<file path="src/rtl/fwd_sel_gen.sv">
// fwd_sel_gen: forwarding-select and load-use stall generator for a
// 5-stage pipeline. Keeps its own copy of the EX/MEM/WB destination state
// and drives the EX operand mux selects (0 = regfile, 1 = EX/MEM,
// 2 = MEM/WB), a one-cycle load-use stall, and a saturating stall counter.
module fwd_sel_gen #(
    parameter int REG_W = 5,
    parameter int CNT_W = 16
) (
    input  logic             clk,
    input  logic             rst,
    input  logic             id_valid,
    input  logic [REG_W-1:0] id_rs,
    input  logic [REG_W-1:0] id_rt,
    input  logic             id_uses_rt,
    input  logic [REG_W-1:0] id_dst,
    input  logic             id_we,
    input  logic             id_is_load,
    input  logic             flush,
    output logic [1:0]       ex_sel_a,
    output logic [1:0]       ex_sel_b,
    output logic             stall,
    output logic [CNT_W-1:0] stall_count
);

    // EX shadow stage
    logic             ex_valid_reg;
    logic             ex_we_reg;
    logic             ex_is_load_reg;
    logic [REG_W-1:0] ex_dst_reg;
    logic [REG_W-1:0] ex_rs_reg;
    logic [REG_W-1:0] ex_rt_reg;
    logic             ex_uses_rt_reg;

    // MEM shadow stage
    logic             mem_valid_reg;
    logic             mem_we_reg;
    logic             mem_is_load_reg;
    logic [REG_W-1:0] mem_dst_reg;

    // WB shadow stage
    logic             wb_valid_reg;
    logic             wb_we_reg;
    logic [REG_W-1:0] wb_dst_reg;

    logic [CNT_W-1:0] stall_count_reg;
    logic [CNT_W-1:0] stall_count_next;

    logic             ex_writer;
    logic             mem_writer;
    logic             wb_writer;
    logic             rs_hit;
    logic             rt_hit;
    logic             issue_valid;

    // Register 0 is hard-wired zero, so a stage writing it is not a producer.
    assign ex_writer  = ex_valid_reg  & ex_we_reg  & (ex_dst_reg  != '0);
    assign mem_writer = mem_valid_reg & mem_we_reg & (mem_dst_reg != '0);
    assign wb_writer  = wb_valid_reg  & wb_we_reg  & (wb_dst_reg  != '0);

    // Load-use hazard: the decode instruction needs a load result that is
    // still one stage away from being forwardable.
    assign rs_hit      = (id_rs == ex_dst_reg);
    assign rt_hit      = id_uses_rt & (id_rt == ex_dst_reg);
    assign stall       = id_valid & ~flush & ex_writer & ex_is_load_reg & (rs_hit | rt_hit);
    assign issue_valid = id_valid & ~flush & ~stall;

    // Source operands of the EX instruction, index 0 = A (rs), 1 = B (rt).
    logic [1:0][REG_W-1:0] ex_src;
    logic [1:0]            src_used;
    logic [1:0][1:0]       sel;

    assign ex_src[0]   = ex_rs_reg;
    assign ex_src[1]   = ex_rt_reg;
    assign src_used[0] = 1'b1;
    assign src_used[1] = ex_uses_rt_reg;

    // Newest producer wins: MEM beats WB. A load still in MEM cannot supply
    // its value yet, so that case falls back to the register file.
    function automatic logic [1:0] fwd_sel(
        input logic             ex_v,
        input logic             used,
        input logic [REG_W-1:0] src,
        input logic             mem_w,
        input logic             mem_ld,
        input logic [REG_W-1:0] mem_d,
        input logic             wb_w,
        input logic [REG_W-1:0] wb_d
    );
        logic [1:0] r;
        r = 2'd0;
        if (ex_v && used) begin
            if (mem_w && (mem_d == src)) begin
                r = mem_ld ? 2'd0 : 2'd1;
            end else if (wb_w && (wb_d == src)) begin
                r = 2'd2;
            end
        end
        return r;
    endfunction

    genvar gi;
    generate
        for (gi = 0; gi < 2; gi++) begin : g_sel
            assign sel[gi] = fwd_sel(ex_valid_reg, src_used[gi], ex_src[gi],
                                     mem_writer, mem_is_load_reg, mem_dst_reg,
                                     wb_writer, wb_dst_reg);
        end
    endgenerate

    assign ex_sel_a    = sel[0];
    assign ex_sel_b    = sel[1];
    assign stall_count = stall_count_reg;

    // Saturating count of stall cycles.
    always_comb begin
        stall_count_next = stall_count_reg;
        if (stall && (stall_count_reg != '1)) begin
            stall_count_next = stall_count_reg + 1'b1;
        end
    end

    // Pipeline advance: EX takes decode (or a bubble on stall/flush),
    // MEM and WB always shift.
    always_ff @(posedge clk) begin
        if (rst) begin
            ex_valid_reg    <= 1'b0;
            ex_we_reg       <= 1'b0;
            ex_is_load_reg  <= 1'b0;
            ex_dst_reg      <= '0;
            ex_rs_reg       <= '0;
            ex_rt_reg       <= '0;
            ex_uses_rt_reg  <= 1'b0;
            mem_valid_reg   <= 1'b0;
            mem_we_reg      <= 1'b0;
            mem_is_load_reg <= 1'b0;
            mem_dst_reg     <= '0;
            wb_valid_reg    <= 1'b0;
            wb_we_reg       <= 1'b0;
            wb_dst_reg      <= '0;
            stall_count_reg <= '0;
        end else begin
            ex_valid_reg    <= issue_valid;
            ex_we_reg       <= id_we;
            ex_is_load_reg  <= id_is_load;
            ex_dst_reg      <= id_dst;
            ex_rs_reg       <= id_rs;
            ex_rt_reg       <= id_rt;
            ex_uses_rt_reg  <= id_uses_rt;
            mem_valid_reg   <= ex_valid_reg;
            mem_we_reg      <= ex_we_reg;
            mem_is_load_reg <= ex_is_load_reg;
            mem_dst_reg     <= ex_dst_reg;
            wb_valid_reg    <= mem_valid_reg;
            wb_we_reg       <= mem_we_reg;
            wb_dst_reg      <= mem_dst_reg;
            stall_count_reg <= stall_count_next;
        end
    end

endmodule

</file>
<file path="config.mk">
export PLATFORM = sky130hd
export DESIGN_NAME = fwd_sel_gen
export DESIGN_NICKNAME = d
export VERILOG_FILES = /design/src/rtl/fwd_sel_gen.sv
export SDC_FILE = /design/constraint.sdc
export NUM_CORES = 1
export LEC_CHECK = 0
export CORE_MARGIN = 5
export CORE_UTILIZATION = 50
export DETAILED_ROUTE_END_ITERATION = 10
export GPL_TIMING_DRIVEN = 0
export PLACE_DENSITY = 0.9
export SYNTH_ARGS = -nofsm -noshare
export SYNTH_HDL_FRONTEND = slang
export SYNTH_SLANG_ARGS = --single-unit
</file>
<file path="constraint.sdc">
create_clock -name clk -period 2.1 [get_ports clk]
set_clock_uncertainty 0.2 [all_clocks]
set_input_delay 0.42 -clock clk [delete_from_list [all_inputs] [get_ports clk]]
set_output_delay 0.42 -clock clk [all_outputs]
set_load 0.03 [all_outputs]
</file>
# Yosys cells after proc, flatten, opt, wreduce, memory -nomap -nowiden
# Index checks and enable logic that the tools add are counted.
[word_totals] ff_bits=50 in_bits=22 output_inout_bits=21 word_cells=54
[op_classes] n_addsub=1 n_eq_ne=7 mux=7 bitwise_logic=15 n_reduce_logical=9
[op_table] operator="equality test 5 bit" count=6
[op_table] operator="adder 16 x 1 -> 16 bit, second input constant" count=1
[op_table] operator="!= test 16 bit, second input constant" count=1
[op_table] operator="nonzero test 5 bit" count=3
[op_table] operator="bitwise AND 1 bit" count=12
[op_table] operator="2-to-1 mux 2 bit" count=6
[op_table] operator="logical AND 1 bit" count=6
[op_table] operator="NOT 1 bit" count=2
[op_table] operator="2-to-1 mux 1 bit" count=1
[op_table] operator="OR 1 bit" count=1

# Logic depth before layout (Yosys ltp)
# Gate-level depths: netlist of the first run.
[depth] word_depth=7 mapped_depth=8 ltp_nobuf=7

# Least setup slack after synthesis of the first run
# No wires, ideal clock.
[synth_path] path_type="reg2out" startpoint="register mem_dst_reg[2]" endpoint="output ex_sel_a[0]" arrival_ps=1861 required_time_ps=1480 slack_ps=-381 path_stages_with_launch=5 cell_sequence="dfxtp_1 > or4_1 > o211ai_1 > or4_1 > nor3b_1"
[synth_between] elab_chain_len=5
[synth_rtl] element="from (decl)" line="38" text="logic [REG_W-1:0] mem_dst_reg;"
[synth_rtl] element="from (signal assigned)" line="152" text="mem_dst_reg <= ex_dst_reg;"
[synth_rtl] element="nonzero test 5 bit" line="57" text="assign mem_writer = mem_valid_reg & mem_we_reg & (mem_dst_reg != '0);"
[synth_rtl] element="bitwise AND 1 bit" line="57"
[synth_rtl] element="logical AND 1 bit *" line="92" text="if (mem_w && (mem_d == src)) begin"
[synth_rtl] element="2-to-1 mux 2 bit *" line="92"
[synth_rtl] element="2-to-1 mux 2 bit *" line="91" text="if (ex_v && used) begin"
[synth_rtl] element="to (decl)" line="19" text="output logic [1:0] ex_sel_a,"
# Mark *: on every way between the ends. The rest lies on a longest branch, timed or not.

# Worst setup path after layout of the first run
[layout_path] startpoint="register mem_dst_reg[2]" endpoint="output ex_sel_a[1]"
# Same word-level chain as after synthesis.

==> results of run 1 <==
worst min-delay path by stage:
stage | startpoint | endpoint | slack [ns]
after floorplan | mem_valid_reg$_SDFF_PP0_ | wb_valid_reg$_SDFF_PP0_ | 0.24
after global placement | ex_is_load_reg$_SDFF_PP0_ | mem_is_load_reg$_SDFF_PP0_ | 0.25
after detailed placement | ex_we_reg$_SDFF_PP0_ | mem_we_reg$_SDFF_PP0_ | 0.25
after CTS | ex_we_reg$_SDFF_PP0_ | mem_we_reg$_SDFF_PP0_ | 0.27
after global routing | ex_we_reg$_SDFF_PP0_ | mem_we_reg$_SDFF_PP0_ | 0.29
final | mem_we_reg$_SDFF_PP0_ | wb_we_reg$_SDFF_PP0_ | 0.27
through the flow:
step	std cells	total power [mW]	setup WS, ns
after CTS	326	1.75	-0.534
after global placement	310	1.18	-1.03
after detailed placement	310	1.19	-1.03
final	333	1.76	-0.504
after global routing	333	1.83	-0.579
after floorplan	218	1.11	-0.0480
cell type report:
cell class / instances / area [um^2] / area share, %
plain buffers: 6 / 33.8 / 1.08
clock buffers: 7 / 86.3 / 2.75
clock inverters: 1 / 5.00 / 0.159
inverters: 2 / 7.51 / 0.239
multi-input cells: 161 / 1360 / 43.1
flip-flops and latches: 50 / 1040 / 33.0
well taps: 50 / 62.6 / 1.99
repair buffers: 56 / 554 / 17.6
Yosys cell counts (2+ instances only):
cell type  instances  area share (%)
o21ai_0            3            0.71
nand2_1           12             2.1
inv_1              2            0.35
o31a_1             2            0.82
o211ai_1           2            0.71
or3_1              2            0.59
nor2b_1           34              10
nand4_1            3            0.88
nor2_1             6             1.1
or3_2              2            0.71
and4_1             2            0.82
or4_1              9             3.2
xnor2_1           20             8.2
o31ai_1            5             1.8
nand3_1           11             2.6
xor2_1            12             4.9
nor4_1             7             2.1
o21a_1             2            0.71
a21oi_1            8             1.9
nor3_1             2            0.47
clkbuf_1           5            0.88
dfxtp_1           50              47
worst max-delay path, cell delays in order (launching register included):
cell	delay (ns)
dfxtp_2	0.35
or4_4	0.52
o211ai_1	0.28
or4_4	0.21
and4_2	0.20
buf_6	0.13
cell families after synthesis:
| group | Yosys count | share of synthesized area (%) |
|---|---|---|
| compound gates | 25 | 7.58 |
| fa+ha+maj | 1 | 0.588 |
| xor+xnor | 32 | 13.2 |
| flops | 50 | 47.0 |
| mux | 2 | 0.999 |
| simple gates | 100 | 29.2 |
| buf+inv | 8 | 1.47 |
what timing repair did:
action / 4_1_cts / 5_1_grt
cloned: 0 / 1
buffers inserted: 8 / 7
gates resized for setup: 70 / 50
pin swaps: 6 / 25
endpoints found under the setup margin: 21 / 25
power by group through the flow:
stage,Combinational [mW],Clock (mW),Sequential (mW)
finish,0.189,0.568,1.01
global route,0.202,0.611,1.01
CTS,0.168,0.575,1.01
detailed placement,0.156,0,1.03
global placement,0.152,0,1.03
floorplan,0.0848,0,1.03
routing by layer:
metal | routed length [um] | GRT usage [%] | part of all wire, % | vias up
met1 | 2260 | 23.7 | 37 | 909
met5 | 0 | 0 | 0 | -
met2 | 3250 | 34.4 | 54 | 72
met4 | 157 | 7.77 | 2.6 | 0
met3 | 392 | 5.74 | 6.5 | 17
li1 | - | - | - | 902
placed cells by master (no fill, tap or decap), drive strengths merged, types with 3 or more instances in the layout:
cell / Yosys / routed
or4: 10 / 10
nor2: 6 / 6
nand3: 13 / 14
nor3: 3 / 3
clkdlybuf4s50: 0 / 24
buf: 1 / 20
nand4: 3 / 3
o31ai: 5 / 5
xor2: 12 / 12
xnor2: 20 / 20
nor2b: 34 / 34
clkbuf: 5 / 12
a21oi: 8 / 8
dlygate4sd2: 0 / 11
o21ai: 3 / 3
nor4: 7 / 7
dfxtp: 50 / 50
nand2: 12 / 12
or3: 5 / 5
==> flow_summary.ini, run 1 <==
[worst_setup_path]
r2r-end = stall_count[9]$_SDFFE_PP0P_
critPathMaxFanout = 4
cp.required_ns = 1.48
cp-end-kind = output port
critPathLaunchType = register
ff2ff_path_depth = 10
critPathCapture = ex_sel_a[1]
arrival_ns = 1.98
timing.rr.start = ex_dst_reg[2]$_SDFF_PP0_
critPathLaunch = mem_dst_reg[2]$_SDFF_PP0_
crit_type = reg2out
r2r_slack_ns = -0.08

[yosys]
yosysUniqueCellTypes = 39
async_flop_share_pct = 0
postSynthCellCount = 218
syn_nets = 241
netlist_area_mm2 = 0.00213
synth_edf_count = 0
avgSynthCellArea_um2 = 9.76
ys_seq_elements = 50
ys_seq_area_share_pct = 47.0
ys_warn_count = 0
synth_flop_cell = dfxtp_1

[timing]
finalHoldViolCount = 0
hold_slack_ns = 0.269
finalCritPeriodShare_pct = 124
max_freq_mhz = 384
rsz0062_at_grt = true
fin_tns_setup_ns = -2.30
setup_ws_ns = -0.504
slew_headroom_pct = 59.4
tightest_slew_ns = 0.609
drv_slew = 0
setup_viol_count_final = 12
min_period_ns = 2.60

[detailed_routing]
wl_per_cell_um = 18.2
drc = 0
vias = 1900
dr.pass1.iters = 4
routed_via_density = 5.71
antenna_left = 0
drt_wl_total_um = 6050
drtIter0Drc = 112

[finish]
postLayoutCellArea_mm2 = 0.00314
utilization_pct = 77.4
diodes = 0
largest_register_ffs = 16
fillers = 262
final_nets = 305
area_growth_pct = 47.6
drive_gt1_share_pct = 32.9

[power]
ir_drop_v = 0.000386
switching_share_pct = 23.7
pwr-share-comb_pct = 10.7
power_leakage_nw = 1.20
intPower_mw = 1.35
power.switching_mw = 0.419
seqPwrFrac_pct = 57.1
p_per_area_mw_per_mm2 = 562
clkPwrFrac_pct = 32.2

[clock_tree]
cts_buffers = 5
cts_tree = yes
path_clk_slew_ns = 0.08
cts_sinks = 50
clkLatencyLatePin_ns = 0.31
cts_root_buf = clkbuf_8
clk_path_buf_depth = 2
ctsHtreeMaxLevel = 2
cts_hold_buf = 0

[run_status]
violations = setup timing
status = finished, violations left

[placement]
hpwl_um = 3630
port_buffers = 42
dpl_cell_area_mm2 = 0.00264
place_congestion = 0.827

[worst_hold_path]
hold_depth = 1
hp-class = reg2reg

[grt]
grt_overflow = 0
grt_pass1_wl_um = 8480
track_usage_pct = 20.1
grt_pass1_vias = 1806
grt_max_degree = 15
antenna_found_initial = 0

[floorplanning]
num_rows = 23
die_y_um = 75.2
start_util_pct = 52.5
dieArea_mm2 = 0.00566
die_x_um = 75.2
ioPinCount = 43
core_region_area_mm2 = 0.00406

[run]
drv_cap = 0
No activity file was read; power rests on OpenSTA's default activity.
==> inputs of run 2 (changes only) <==
ABC_CLOCK_PERIOD_IN_PS = 2100   (was not set)
==> results of run 2 <==
Final layout, timing and power as in run 1 (identical DEF).
